[config.mk]
export PLATFORM = sky130hd
export DESIGN_NAME = alu_issue_stage
export DESIGN_NICKNAME = d
export VERILOG_FILES = /design/src/rtl/alu_issue_stage.sv
export SDC_FILE = /design/constraint.sdc
export NUM_CORES = 1
export LEC_CHECK = 0
export CORE_MARGIN = 3
export CORE_UTILIZATION = 35
export DETAILED_ROUTE_END_ITERATION = 8
export GPL_TIMING_DRIVEN = 1
export HOLD_SLACK_MARGIN = 0.1
export PLACE_DENSITY = 0.74
export SKIP_CTS_REPAIR_TIMING = 1
export SLEW_MARGIN = 20
export SYNTH_ARGS = -nofsm -noshare
export SYNTH_HDL_FRONTEND = slang
export SYNTH_SLANG_ARGS = --single-unit
[constraint.sdc]
create_clock -name clk_i -period 2 [get_ports clk_i]
set_input_delay 0.5 -clock clk_i [delete_from_list [all_inputs] [get_ports clk_i]]
set_output_delay 0.5 -clock clk_i [all_outputs]
set_load 0.01 [all_outputs]
[src/rtl/alu_issue_stage.sv]
// rtl/alu_issue_stage.sv - RV32I ALU-class decode and ID/EX issue register
// Optional one-entry skid buffer enabled with `define ALU_ISSUE_SKID_EN.

package alu_issue_pkg;
    typedef logic [31:0] data_t;

    typedef enum logic [3:0] {
        ALU_ADD  = 4'd0,
        ALU_SUB  = 4'd1,
        ALU_SLL  = 4'd2,
        ALU_SLT  = 4'd3,
        ALU_SLTU = 4'd4,
        ALU_XOR  = 4'd5,
        ALU_SRL  = 4'd6,
        ALU_SRA  = 4'd7,
        ALU_OR   = 4'd8,
        ALU_AND  = 4'd9,
        ALU_PASS = 4'd10
    } alu_op_t;

    typedef struct packed {
        alu_op_t     alu_op;
        data_t       data1;
        data_t       data2;
        logic [4:0]  rd_addr;
        logic        rd_we;
        logic [31:0] pc;
        logic        illegal;
    } entry_t;
endpackage

module alu_issue_stage
    import alu_issue_pkg::*;
#(
    parameter logic [31:0] RESET_PC = 32'h0000_0000
) (
    input  logic        clk_i,
    input  logic        rst_ni,
    input  logic        instr_valid_i,
    output logic        instr_ready_o,
    input  logic [31:0] instr_i,
    input  logic [31:0] pc_i,
    output logic [4:0]  rs1_addr_o,
    output logic [4:0]  rs2_addr_o,
    input  data_t       rs1_data_i,
    input  data_t       rs2_data_i,
    input  logic        flush_i,
    output logic        ex_valid_o,
    input  logic        ex_ready_i,
    output alu_op_t     alu_op_o,
    output data_t       data1_o,
    output data_t       data2_o,
    output logic [4:0]  rd_addr_o,
    output logic        rd_we_o,
    output logic [31:0] pc_o,
    output logic        illegal_o
);
    localparam logic [6:0] OPC_OP    = 7'b0110011;
    localparam logic [6:0] OPC_OPIMM = 7'b0010011;
    localparam logic [6:0] OPC_LUI   = 7'b0110111;
    localparam logic [6:0] OPC_AUIPC = 7'b0010111;
    localparam logic [6:0] F7_ZERO   = 7'b0000000;
    localparam logic [6:0] F7_ALT    = 7'b0100000;

    function automatic alu_op_t f3_to_op(input logic [2:0] f3);
        case (f3)
            3'b000:  return ALU_ADD;
            3'b001:  return ALU_SLL;
            3'b010:  return ALU_SLT;
            3'b011:  return ALU_SLTU;
            3'b100:  return ALU_XOR;
            3'b101:  return ALU_SRL;
            3'b110:  return ALU_OR;
            default: return ALU_AND;
        endcase
    endfunction

    logic [6:0] w_opcode;
    logic [2:0] w_f3;
    logic [6:0] w_f7;
    data_t      w_imm_i;
    data_t      w_imm_u;
    logic       w_legal;
    alu_op_t    w_op;
    data_t      w_d1;
    data_t      w_d2;
    entry_t     w_dec;
    logic       w_accept;
    logic       w_issue;

    entry_t     r_main;
    logic       r_main_valid;

    assign w_opcode   = instr_i[6:0];
    assign w_f3       = instr_i[14:12];
    assign w_f7       = instr_i[31:25];
    assign w_imm_i    = {{20{instr_i[31]}}, instr_i[31:20]};
    assign w_imm_u    = {instr_i[31:12], 12'b0};
    assign rs1_addr_o = instr_i[19:15];
    assign rs2_addr_o = instr_i[24:20];

    always_comb begin
        w_legal = 1'b0;
        w_op    = ALU_ADD;
        w_d1    = '0;
        w_d2    = '0;
        case (w_opcode)
            OPC_OP: begin
                w_legal = 1'b1;
                w_d1    = rs1_data_i;
                w_d2    = rs2_data_i;
                if (w_f7 == F7_ZERO)
                    w_op = f3_to_op(w_f3);
                else if (w_f7 == F7_ALT && w_f3 == 3'b000)
                    w_op = ALU_SUB;
                else if (w_f7 == F7_ALT && w_f3 == 3'b101)
                    w_op = ALU_SRA;
                else
                    w_legal = 1'b0;
            end
            OPC_OPIMM: begin
                w_legal = 1'b1;
                w_d1    = rs1_data_i;
                w_d2    = w_imm_i;
                w_op    = f3_to_op(w_f3);
                // Shift-immediates reuse imm[11:5] as a funct7 qualifier.
                if (w_f3 == 3'b001 && w_f7 != F7_ZERO)
                    w_legal = 1'b0;
                if (w_f3 == 3'b101) begin
                    if (w_f7 == F7_ALT)
                        w_op = ALU_SRA;
                    else if (w_f7 != F7_ZERO)
                        w_legal = 1'b0;
                end
            end
            OPC_LUI: begin
                w_legal = 1'b1;
                w_op    = ALU_PASS;
                w_d2    = w_imm_u;
            end
            OPC_AUIPC: begin
                w_legal = 1'b1;
                w_d1    = pc_i;
                w_d2    = w_imm_u;
            end
            default: w_legal = 1'b0;
        endcase

        w_dec         = '0;
        w_dec.rd_addr = instr_i[11:7];
        w_dec.pc      = pc_i;
        w_dec.illegal = !w_legal;
        if (w_legal) begin
            w_dec.alu_op = w_op;
            w_dec.data1  = w_d1;
            w_dec.data2  = w_d2;
            w_dec.rd_we  = (instr_i[11:7] != 5'd0);
        end
    end

    assign w_accept = instr_valid_i && instr_ready_o;
    assign w_issue  = r_main_valid && ex_ready_i;

`ifdef ALU_ISSUE_SKID_EN
    entry_t r_skid;
    logic   r_skid_valid;
    logic   r_instr_ready;

    assign instr_ready_o = r_instr_ready;

    // Ready is low only while the skid holds an entry; main is then always full.
    always_ff @(posedge clk_i) begin
        if (!rst_ni) begin
            r_main        <= '0;
            r_main.pc     <= RESET_PC;
            r_main_valid  <= 1'b0;
            r_skid        <= '0;
            r_skid_valid  <= 1'b0;
            r_instr_ready <= 1'b1;
        end else if (flush_i) begin
            r_main_valid  <= 1'b0;
            r_skid_valid  <= 1'b0;
            r_instr_ready <= 1'b1;
        end else if (r_skid_valid) begin
            if (w_issue) begin
                r_main        <= r_skid;
                r_skid_valid  <= 1'b0;
                r_instr_ready <= 1'b1;
            end
        end else if (w_accept) begin
            if (!r_main_valid || w_issue) begin
                r_main       <= w_dec;
                r_main_valid <= 1'b1;
            end else begin
                r_skid        <= w_dec;
                r_skid_valid  <= 1'b1;
                r_instr_ready <= 1'b0;
            end
        end else if (w_issue) begin
            r_main_valid <= 1'b0;
        end
    end
`else
    assign instr_ready_o = !r_main_valid || ex_ready_i;

    always_ff @(posedge clk_i) begin
        if (!rst_ni) begin
            r_main       <= '0;
            r_main.pc    <= RESET_PC;
            r_main_valid <= 1'b0;
        end else if (flush_i) begin
            r_main_valid <= 1'b0;
        end else if (w_accept) begin
            r_main       <= w_dec;
            r_main_valid <= 1'b1;
        end else if (w_issue) begin
            r_main_valid <= 1'b0;
        end
    end
`endif

    assign ex_valid_o = r_main_valid;
    assign alu_op_o   = r_main.alu_op;
    assign data1_o    = r_main.data1;
    assign data2_o    = r_main.data2;
    assign rd_addr_o  = r_main.rd_addr;
    assign rd_we_o    = r_main.rd_we;
    assign pc_o       = r_main.pc;
    assign illegal_o  = r_main.illegal;
endmodule

Yosys cells after proc, flatten, opt, wreduce, memory -nomap -nowiden
Index checks and enable logic that the tools add are counted.
{"block": "totals", "reg_bits": 108, "wordCells": 59, "out_inout_bits": 119, "input_bits": 133}
{"block": "op_classes", "mux": 21, "n_eq_ne": 11, "n_bitwise": 2, "n_reduce_logical": 17}
{"operator": "$pmux 32 s3", "n": 1}
{"operator": "$mux 68", "n": 1}
{"operator": "$pmux 32 s2", "n": 1}
{"operator": "$pmux 4 s7", "n": 1}
{"operator": "$eq 7x6->1 const B", "n": 3}
{"operator": "$eq 7x5->1 const B", "n": 2}
{"operator": "$mux 4", "n": 3}
{"operator": "$pmux 4 s3", "n": 1}
{"operator": "$mux 1", "n": 10}
{"operator": "$eq 3x3->1 const B", "n": 3}
{"operator": "$logic_not 7->1", "n": 1}
{"operator": "$reduce_bool 7->1", "n": 1}
{"operator": "$eq 3x2->1 const B", "n": 2}
{"operator": "$mux 3", "n": 2}
{"operator": "$reduce_or 2->1", "n": 3}
{"operator": "$logic_and 1x1->1", "n": 5}
{"operator": "$reduce_bool 5->1", "n": 1}
{"operator": "$eq 3x1->1 const B", "n": 1}
{"operator": "$logic_not 3->1", "n": 1}
{"operator": "$pmux 1 s3", "n": 1}
{"operator": "$logic_not 1->1", "n": 2}
{"operator": "$not 1->1", "n": 2}
{"operator": "$reduce_and 2->1", "n": 1}
{"operator": "$reduce_bool 2->1", "n": 1}
{"operator": "$logic_or 1x1->1", "n": 1}

Longest topological paths before layout
Gate-level depths: netlist of run 1.
{"block": "depth", "ltp_word": 8, "mapped_depth": 8, "ltp_nobuf": 6}

Least setup slack after synthesis of run 1
Ideal clock, no wire load.
{"block": "synth_path", "path_type": "input port to flip-flop", "from": "in instr_i[25]", "to": "reg r_main, in the netlist data1_o[0]", "setup_ns": 0.059, "path_stages": 6, "n_path_buf": 1, "t_arrival_ns": 1.900, "path_slack_ns": 0.041, "t_required_ns": 1.941, "path_cell_list": "or4_4 nor3_4 nand4b_4 a21oi_4 buf_6 a22o_1"}
{"block": "synth_via", "elab_chain_cells": 8, "word_cells_on_any_way": 15, "cone_classes": "eq/ne (1); mux (9); reduce/logical (5)"}
{"element": "start, declared", "line": "41", "text": "input logic [31:0] instr_i,"}
{"element": "$reduce_bool 7->1", "line": "127, 132"}
{"element": "$logic_and 1x1->1", "line": "127", "text": "if (w_f3 == 3'b001 && w_f7 != F7_ZERO)"}
{"element": "$mux 1", "line": "127"}
{"element": "$mux 1", "line": "132", "text": "else if (w_f7 != F7_ZERO)"}
{"element": "$mux 1", "line": "130", "text": "if (w_f7 == F7_ALT)"}
{"element": "$mux 1", "line": "129", "text": "if (w_f3 == 3'b101) begin"}
{"element": "$pmux 1 s3 *", "line": "107", "text": "case (w_opcode)"}
{"element": "$mux 68 *", "line": "153", "text": "if (w_legal) begin"}
{"element": "end signal, assigned", "line": "214", "text": "r_main <= w_dec;"}
{"element": "end, declared", "line": "91", "text": "entry_t r_main;"}
Mark *: on every way between the ends. The rest lies on a longest branch, timed or not.
A chain may end at the register's enable or synchronous reset.

Worst setup path in the final report of run 1
{"block": "layout_path", "from": "in instr_i[14]", "to": "reg r_main, in the netlist data1_o[13]"}
{"block": "layout_via", "elab_chain_cells": 8, "word_cells_on_any_way": 15, "cone_classes": "eq/ne (2); mux (9); reduce/logical (4)"}
{"element": "$eq 3x1->1", "line": "127"}
{"element": "$logic_and 1x1->1", "line": "127"}
{"element": "$mux 1", "line": "127"}
{"element": "$mux 1", "line": "132"}
{"element": "$mux 1", "line": "130"}
{"element": "$mux 1", "line": "129"}
{"element": "$pmux 1 s3 *", "line": "107"}
{"element": "$mux 68 *", "line": "153"}
Marked as above.

==> results.md, run 1 <==
- Status: complete, no violations
- Lkg Pwr: 3.43 nW
- Hold path depth: 2
- CP Launch Type: input port
- Cell with the most instances after synthesis: nand2_1
- Worst-path clk slew: 70 ps
- Ports: 252
- Post-Syn Instances: 597
- Number of antenna diodes: 0
- Buf+Inv Stages, Crit Path: 3
- Multi-input gate area: 2380 um2
- Placed Instances: 1019
- Total Die Area: 15800 um2
- Nets: 989
- Post-synthesis sequential area ratio: 43.0%
- #FFs+latches synth: 108
- Max VDD drop: 0.607 mV
- Antenna-violating nets left: 0
- Pre-antenna DRT Iters: 5
- Worst-margin pin slew: ~440 ps
- Main synth FF type: dfxtp_1
- Vias after detailed routing: 5127
- Worst min-delay path category: reg2reg
- IO buf count: roughly 250
- Maxcap violations: 0
- CTS sink count: 108
- Worst rel slew slack: 70.4%
- Fill cells: 1241
- Yosys top cell area share: 43.0%
- DRC viols: 0
- Drt initial violations: around 250
- Count of different cell masters after synthesis: 49
- FF-to-FF path depth: 8
- Die Ht: ~130 um
- Setup ws final: 39.3 ps
- Synthesized area: approximately 5000 um2
- Reg area: 2160 um2
- CP Capture Type: flop
- Final period utilization: 98.0%
- Antenna violations before repair: 0
- First-pass GRT wire length: 26600 um
- Later-pin clock latency in the skew report: 350 ps
- CTS max path bufs: 2
- Gr usage total: 20.6%
- DRT Wirelength: approximately 17000 um
- Std cell rows: 43
- CTS Root Buffer Type: clkbuf_16
- CP max FO: 10
- Critical path arrival: 2250 ps
- Finished Layout Cells: 1041
- Cell chain of the critical path: clkdlybuf4s50_1 > nand2b_4 > nand3_2 > a211o_4 > a21oi_4 > buf_12 > clkbuf_16 > a22o_1
- Largest net degree at the start of global routing: 45
- Slowest CP cell: clkdlybuf4s50_1
- Worst r2r src: ex_valid_o
- Initial Util: 36.0%
- Commonest cells post-synth: nand2_1 (146), dfxtp_1 (108), a22o_1 (53), o22ai_1 (33), inv_1 (32)
- Cell family with most CP delay: buffers and inverters
- Htree depth: 3
- # setup viols final: 0
- PwrDens: 590 nW/um2
- HP Start: data2_o[1]
- Placer Congestion: 0.884
- Drt via density: 4.93
- EDFF count, synth: 0
- Final Cell Area: 8360 um2
- Top cells by area, synth: dfxtp_1 (43%), nand2_1 (11%), a22o_1 (9.2%), o22ai_1 (4.1%), a21boi_0 (3.9%)
- Final min period: 1960 ps
- Synthesized area per cell: 8.43 um2
- CP max stage delay: 510 ps
- Vias in the first global route: between 4000 and 5000
- Post-DP HPWL: 12100 um
- Final slew viol count: 0
- Num CTS Buffers: 9
- Critical R2R Capture: data1_o[13]
- Worst Hold Path EP: data2_o[1]
- Fin. Hold Viols: 0
- Clock Skew: ~5.7 ps
- Synth warn: 0
- CP required: 2290 ps
- Place WS: -589 ps
- Congestion Overflow GR: 0
- Drt wl/cell: 16.5 um
- CP Class: in2reg
- Synth Net Count: between 700 and 800
- Placed cell areas: 7830 um2
- CTS tree: yes
- Worst reg-to-reg setup slack: 400 ps
- Area grow syn2layout: 66.2%
- Core area: 14000 um2
- Die width: 126 um
- Layout cells sized above 1: 11.5%
- Fraction of registers with async set/reset: 0%
- Biggest area consumer among synthesized cells: dfxtp_1
- Fmax: between 500 and 600 MHz
## logic make-up after synthesis
group	count (synthesis)	synth area share [%]
compound gates	194	26.8
simple gates	185	16.4
flops	108	43.0
buf+inv	95	10.9
mux	12	2.39
xor+xnor	3	0.522
## layout make-up
cell class | instances | share of cell area (%)
inverters | 33 | 1.48
repair buffers | 310 | 37.8
clock inverters | 5 | 0.718
well taps | 180 | 2.69
clock buffers | 11 | 3.02
flip-flops and latches | 108 | 25.9
multi-input cells | 394 | 28.5
## registers in the layout, summed over array words and instances (netlist names)
signal,count
pc_o,32
rd_we_o,1
ex_valid_o,1
data1_o,32
alu_op_o,4
illegal_o,1
data2_o,32
rd_addr_o,5
## report_power, final
| part | switching, W | internal [W] | leakage (nW) | total (W) |
|---|---|---|---|---|
| combinational | 0.000372 | 0.000497 | 2.41 | 0.000868 |
| sequential | 0.0000177 | 0.00219 | 0.874 | 0.00220 |
| clock | 0.000820 | 0.00104 | 0.152 | 0.00186 |
## through the flow
stage	hold WS, ps	utilization (%)	power [W]	TNS [ps]
final	447	59.8	0.00493	0
after global routing	469	59.8	0.00515	-55.8
after CTS	449	58.2	0.00498	-12510
after detailed placement	439	56.0	0.00312	-37820
after global placement	435	56.0	0.00311	-34560
after floorplan	473	-	0.00262	0
## tightest hold or removal path, delay by kind of cell, from the launching register on
family	cells	cell delay, ps
AO/OA/AOI/OAI	1	50
flip-flops	1	310
AND/OR/NAND/NOR	1	50
## worst max-delay path by stage
stage / startpoint / to / depth (start not counted)
after CTS: ex_ready_i / instr_ready_o / 4
after global placement: instr_i[25] / data1_o[19] / 7
after detailed placement: instr_i[25] / data2_o[15] / 7
final: instr_i[14] / data1_o[13] / 8
after global routing: instr_i[14] / data2_o[28] / 8
after floorplan: instr_i[25] / data1_o[0] / 6
## per-layer routing
metal | share of wire [%] | GRT usage [%] | wire [um]
met1 | 43 | 26.1 | 7300
met2 | 49 | 34.3 | 8320
met3 | 7.4 | 6.36 | 1280
met4 | 1.4 | 5.43 | 248
met5 | 0 | 0 | 0
## layout by cell type, fill, tap and decap left out, types with 2 or more instances in the layout
| cell | netlist | layout |
|---|---|---|
| clkdlybuf4s50_1 | 0 | 230 |
| clkbuf_16 | 0 | 12 |
| nand2b_1 | 4 | 2 |
| nand2b_4 | 0 | 2 |
| o22ai_1 | 33 | 32 |
| buf_4 | 11 | 47 |
| dfxtp_1 | 108 | 108 |
| clkinv_4 | 0 | 2 |
| nand3_1 | 4 | 2 |
| dlymetal6s2s_1 | 2 | 18 |
| nor3_1 | 5 | 5 |
| o21ai_0 | 23 | 23 |
| nand3_2 | 0 | 2 |
| a21boi_0 | 26 | 26 |
| a21boi_1 | 14 | 14 |
| a21oi_1 | 22 | 22 |
| nor2b_1 | 4 | 3 |
| xnor2_1 | 2 | 2 |
| clkbuf_8 | 4 | 2 |
| nand2_1 | 146 | 145 |
| a22o_1 | 53 | 53 |
| inv_1 | 32 | 32 |
| nor2_1 | 6 | 5 |
| nand4_1 | 2 | 2 |
| o32a_1 | 2 | 2 |
| and2_4 | 1 | 2 |
| mux2i_1 | 12 | 12 |
| buf_12 | 0 | 7 |
| o21ai_1 | 15 | 15 |
No activity file was read; power rests on OpenSTA's default activity.
==> run 2: changes to the inputs <==
--- a/config.mk
+++ b/config.mk
@@ -6,11 +6,12 @@
 export NUM_CORES = 1
 export LEC_CHECK = 0
 export CORE_MARGIN = 3
-export CORE_UTILIZATION = 35
+export CORE_UTILIZATION = 38
+export CTS_BUF_LIST = sky130_fd_sc_hd__clkbuf_4 sky130_fd_sc_hd__clkbuf_8
 export DETAILED_ROUTE_END_ITERATION = 8
 export GPL_TIMING_DRIVEN = 1
 export HOLD_SLACK_MARGIN = 0.1
-export PLACE_DENSITY = 0.74
+export PLACE_DENSITY = 0.8
 export SKIP_CTS_REPAIR_TIMING = 1
 export SLEW_MARGIN = 20
 export SYNTH_ARGS = -nofsm -noshare
==> run 2 against run 1 <==
  * Highest routed layer unchanged
  * Global-route usage is 1.6 points higher
  * Routed wire length decreased by 1.2%
  * First-iteration DRC count grew 37%
  * Sequential power about the same
  * The run now ends with negative setup slack left
  * Clock power shrank 6%
  * Utilization grew 5.3 points
==> results.md, run 2 (same netlist as run 1, synthesis figures left out) <==
- Status: finished with violations (was complete, no violations)
- Failing checks: negative setup slack
- CP required: 2320 ps (was 2290 ps)
- PwrDens: 581 nW/um2 (was 590 nW/um2)
- First-pass GRT wire length: 25800 um (was 26600 um)
- CTS Root Buffer Type: clkbuf_8 (was clkbuf_16)
- Drt initial violations: 344 (was 252)
- Num CTS Buffers: 9 (unchanged)
- Fill cells: 1043 (was 1241)
- DRT Wirelength: 16900 um (was 17100 um)
- Power Total: 0.00483 W (was 0.00493 W)
- Later-pin clock latency in the skew report: 380 ps (was 350 ps)
- Hold Slack: 452 ps (was 447 ps)
- Std cell rows: 41 (was 43)
- DRC viols: 0 (unchanged)
- Die width: 121 um (was 126 um)
- Fin. Hold Viols: 0 (unchanged)
- Placer Congestion: 0.854 (was 0.884)
- Initial Util: 39.4% (was 36.0%)
- Number of antenna diodes: 0 (unchanged)
- Max VDD drop: 0.478 mV (was 0.607 mV)
- Critical path arrival: 2350 ps (was 2250 ps)
- Post-DP HPWL: 12400 um (was 12100 um)
- Fmax: 493 MHz (was 510 MHz)
- Most frequent cells in the layout: clkdlybuf4s50_1 (233), nand2_1 (146), dfxtp_1 (108), buf_4 (57), a22o_1 (53) (was clkdlybuf4s50_1 (230), nand2_1 (145), dfxtp_1 (108), a22o_1 (53), buf_4 (47))
- Gr usage total: 22.2% (was 20.6%)
- Maxcap violations: 0 (unchanged)
- Placed cell areas: 7840 um2 (was 7830 um2)
- Core area: 12800 um2 (was 14000 um2)
- Reg area: 2160 um2 (unchanged)
- Final min period: 2030 ps (was 1960 ps)
- Htree depth: 3 (unchanged)
- CP Capture Type: flop (unchanged)
- Final slew viol count: 0 (unchanged)
- CTS max path bufs: 2 (unchanged)
- Pre-antenna DRT Iters: 4 (was 5)
- Final Cell Area: 8320 um2 (was 8360 um2)
- Worst rel slew slack: 72.9% (was 70.4%)
- Multi-input gate area: 2370 um2 (was 2380 um2)
- CP Launch Type: input port (unchanged)
- Worst-path clk slew: 100 ps (was 70 ps)
- CTS sink count: 108 (unchanged)
- # setup viols final: 24 (was 0)
- Most common cell after layout, fill and taps aside: clkdlybuf4s50_1 (unchanged)
- Drt via density: 4.97 (was 4.93)
- Nets: 997 (was 989)
- CTS tree: yes (unchanged)
- Die Ht: 121 um (was 126 um)
- Antenna-violating nets left: 0 (unchanged)
- Layout cells sized above 1: 11.9% (was 11.5%)
- Slowest CP cell: clkdlybuf4s50_1 (unchanged)
- Drt wl/cell: 16.3 um (was 16.5 um)
- Clock Skew: 7.26 ps (was 5.67 ps)
- IO buf count: 251 (unchanged)
- Antenna violations before repair: 0 (unchanged)
- Vias after detailed routing: 5166 (was 5127)
- Worst min-delay path category: reg2reg (unchanged)
- Total Die Area: 14700 um2 (was 15800 um2)
- CP max stage delay: 550 ps (was 510 ps)
- Vias in the first global route: 5019 (was 4934)
- Largest net degree at the start of global routing: 43 (was 45)
- Cell chain of the critical path: clkdlybuf4s50_1 > nand2b_1 > nand3_2 > a211o_4 > a21oi_4 > buf_4 > clkbuf_16 > a22o_1 (was clkdlybuf4s50_1 > nand2b_4 > nand3_2 > a211o_4 > a21oi_4 > buf_12 > clkbuf_16 > a22o_1)
- CP Class: in2reg (unchanged)
- Setup ws final: -30.0 ps (was 39.3 ps)
- Final period utilization: 101% (was 98.0%)
- Worst-margin pin slew: 407 ps (was 439 ps)
- Ports: 252 (unchanged)
- Area grow syn2layout: 65.3% (was 66.2%)
- Setup TNS Final: -240 ps (was 0 ps)
- CP max FO: 8 (was 10)
- Lkg Pwr: 3.42 nW (was 3.43 nW)
- Congestion Overflow GR: 0 (unchanged)
run 2: layout make-up:
cell class	count	area share (%)
timing repair buffer	318	38.1
multi-input combinational	394	28.5
sequential	108	26.0
tap	172	2.59
clock buffer	11	1.82
inverter	33	1.49
clock inverter	4	1.44
run 2: power by group:
group	internal, W	switching (W)	leakage [nW]
registers	0.00219	0.0000185	0.874
logic	0.000499	0.000373	2.41
clock network	0.00102	0.000735	0.136
total	0.00371	0.00113	3.42
run 2: path summary, 6_finish.rpt:
kind / from / to / slack [ps] / cells after the start
min reg2reg: data2_o[0] / data2_o[0] / 450 / 2
max reg2reg: ex_valid_o / data2_o[5] / 370 / 6
min: data2_o[0] / data2_o[0] / 450 / 2
max: instr_i[14] / data2_o[20] / -30 / 8
run 2: critical path: cells and delay by family:
family                 cells  cell delay [ps]
buffers and inverters      3              880
AO/OA/AOI/OAI              3              660
AND/OR/NAND/NOR            2              300
run 2: per-layer routing:
| metal | GRT usage, % | wire length (um) |
|---|---|---|
| met1 | 25.5 | 6960 |
| met2 | 39.1 | 8360 |
| met3 | 7.88 | 1370 |
| met4 | 5.88 | 250 |
| met5 | 0 | 0 |
run 2: stage by stage:
stage,utilization (%),instances,setup WS [ps]
after floorplan,-,597,41.0
after global placement,61.4,1017,-521
after detailed placement,61.4,1017,-576
after CTS,63.5,1032,-249
after global routing,65.1,1040,-27.2
final,65.1,1040,-30.0
==> run 3: changes to the inputs <==
--- a/config.mk
+++ b/config.mk
@@ -6,12 +6,12 @@
 export NUM_CORES = 1
 export LEC_CHECK = 0
 export CORE_MARGIN = 3
-export CORE_UTILIZATION = 38
-export CTS_BUF_LIST = sky130_fd_sc_hd__clkbuf_4 sky130_fd_sc_hd__clkbuf_8
+export CORE_UTILIZATION = 37
 export DETAILED_ROUTE_END_ITERATION = 8
 export GPL_TIMING_DRIVEN = 1
 export HOLD_SLACK_MARGIN = 0.1
-export PLACE_DENSITY = 0.8
+export PLACE_DENSITY = 0.78
+export SETUP_SLACK_MARGIN = 0.02
 export SKIP_CTS_REPAIR_TIMING = 1
 export SLEW_MARGIN = 20
 export SYNTH_ARGS = -nofsm -noshare
==> run 3 against run 2 <==
  * The flow still finishes with violations (negative setup slack)
  * Count of clock-buffer cells in the layout unchanged
  * Critical endpoint is now data2_o[6]
  * Cell count unchanged
  * Highest routed layer unchanged
  * Via count up 3.3%
  * Critical path depth down 1
==> results.md, run 3 (same netlist as run 1, synthesis figures left out) <==
- First-pass GRT wire length: 26600 um (was 25800 um)
- Status: finished with violations (unchanged)
- Vias after detailed routing: 5338 (was 5166)
- Gr usage total: 22.3% (was 22.2%)
- Final Cell Area: 8410 um2 (was 8320 um2)
- Placer Congestion: 0.900 (was 0.854)
- Std cell rows: 41 (unchanged)
- Drt via density: 5.13 (was 4.97)
- CTS Root Buffer Type: clkbuf_16 (was clkbuf_8)
- Htree depth: 3 (unchanged)
- CP Capture Type: flop (unchanged)
- Hold Slack: 451 ps (was 452 ps)
- Drt initial violations: 330 (was 344)
- Drt wl/cell: 17.3 um (was 16.3 um)
- Worst-margin pin slew: 446 ps (was 407 ps)
- Fill cells: 1077 (was 1043)
- Ports: 252 (unchanged)
- Later-pin clock latency in the skew report: 350 ps (was 380 ps)
- Critical path arrival: 2320 ps (was 2350 ps)
- CTS max path bufs: 2 (unchanged)
- Num CTS Buffers: 9 (unchanged)
- Fin. Hold Viols: 0 (unchanged)
- Most common cell after layout, fill and taps aside: clkdlybuf4s50_1 (unchanged)
- Worst min-delay path category: reg2reg (unchanged)
- Multi-input gate area: 2380 um2 (was 2370 um2)
- Antenna violations before repair: 0 (unchanged)
- IO buf count: 251 (unchanged)
- Vias in the first global route: 5275 (was 5019)
- Failing checks: negative setup slack (unchanged)
- CTS tree: yes (unchanged)
- Total Die Area: 15000 um2 (was 14700 um2)
- CP required: 2280 ps (was 2320 ps)
- CP max stage delay: 450 ps (was 550 ps)
- DRT Wirelength: 18000 um (was 16900 um)
- Die width: 123 um (was 121 um)
- Setup TNS Final: -85.2 ps (was -240 ps)
- Buf+Inv Stages, Crit Path: 2 (was 3)
- PwrDens: 599 nW/um2 (was 581 nW/um2)
- Fmax: 491 MHz (was 493 MHz)
- CP Launch Type: input port (unchanged)
- Final period utilization: 102% (was 101%)
- Slowest CP cell: clkdlybuf4s50_1 (unchanged)
- Final Util: 64.8% (was 65.1%)
- Most frequent cells in the layout: clkdlybuf4s50_1 (226), nand2_1 (145), dfxtp_1 (108), a22o_1 (53), buf_4 (50) (was clkdlybuf4s50_1 (233), nand2_1 (146), dfxtp_1 (108), buf_4 (57), a22o_1 (53))
- Reg area: 2160 um2 (unchanged)
- Largest net degree at the start of global routing: 45 (was 43)
- Die Ht: 123 um (was 121 um)
- Initial Util: 38.8% (was 39.4%)
- CTS sink count: 108 (unchanged)
- Pre-antenna DRT Iters: 4 (unchanged)
- Area grow syn2layout: 67.2% (was 65.3%)
- Power Total: 0.00504 W (was 0.00483 W)
- Placed cell areas: 7800 um2 (was 7840 um2)
- Lkg Pwr: 3.49 nW (was 3.42 nW)
- Worst rel slew slack: 70.3% (was 72.9%)
- DRC viols: 0 (unchanged)
- CP max FO: 12 (was 8)
- Nets: 996 (was 997)
- Congestion Overflow GR: 0 (unchanged)
- Number of antenna diodes: 0 (unchanged)
- # setup viols final: 8 (was 24)
- Final min period: 2040 ps (was 2030 ps)
- Max VDD drop: 0.787 mV (was 0.478 mV)
- Core area: 13000 um2 (was 12800 um2)
- Cell chain of the critical path: clkdlybuf4s50_1 > and4bb_2 > nand4_1 > o22ai_2 > or3b_1 > buf_6 > o21ai_1 (was clkdlybuf4s50_1 > nand2b_1 > nand3_2 > a211o_4 > a21oi_4 > buf_4 > clkbuf_16 > a22o_1)
- Worst-path clk slew: 70 ps (was 100 ps)
- Setup ws final: -35.0 ps (was -30.0 ps)
- Clock Skew: 7.43 ps (was 7.26 ps)
- Layout cells sized above 1: 12.3% (was 11.9%)
- Maxcap violations: 0 (unchanged)
- Final slew viol count: 0 (unchanged)
- CP Class: in2reg (unchanged)
- Post-DP HPWL: 12800 um (was 12400 um)
- Antenna-violating nets left: 0 (unchanged)
- Cell family with most CP delay: simple AND/OR/NAND/NOR gates (was buffers and inverters)
[run 3: per-layer routing]
| layer | GRT usage [%] | vias to the layer above | routed length, um | share of wire [%] |
|---|---|---|---|---|
| li1 | - | 2582 | - | - |
| met1 | 25.8 | 2504 | 7190 | 40 |
| met2 | 38.0 | 214 | 8870 | 49 |
| met3 | 7.47 | 38 | 1420 | 7.9 |
| met4 | 9.24 | 0 | 477 | 2.7 |
| met5 | 0 | - | 0 | 0 |
[run 3: worst paths after layout]
path | endpoint | slack, ps | from | depth (start not counted)
hold / removal | data2_o[2] | 450 | data2_o[2] | 2
setup reg to reg | data2_o[6] | 330 | ex_valid_o | 6
setup / recovery | data2_o[6] | -40 | instr_i[4] | 7
hold reg to reg | data2_o[2] | 450 | data2_o[2] | 2
[run 3: worst register-to-register path: cells and delay by family (launching register included)]
family                 cells  cell delay [ps]
AO/OA/AOI/OAI              1              150
AND/OR/NAND/NOR            4              950
buffers and inverters      1              170
flip-flops                 1              330
[run 3: cell type report]
cell class	count	share of cell area (%)
clock buffer	11	2.89
sequential	108	25.7
timing repair buffer	317	38.0
tap	172	2.56
clock inverter	5	1.01
inverter	33	1.47
multi-input combinational	394	28.3
[run 3: metrics by stage]
stage / std cells / setup slack [ps]
floorplan: 597 / 41.0
global placement: 1011 / -543
detailed placement: 1011 / -648
CTS: 1027 / -293
global route: 1040 / -27.0
finish: 1040 / -35.0
[run 3: where the power goes]
part / leakage [nW] / switching (W) / internal (W)
Sequential: 0.874 / 0.0000196 / 0.00219
Combinational: 2.46 / 0.000381 / 0.000490
Clock: 0.156 / 0.000825 / 0.00114
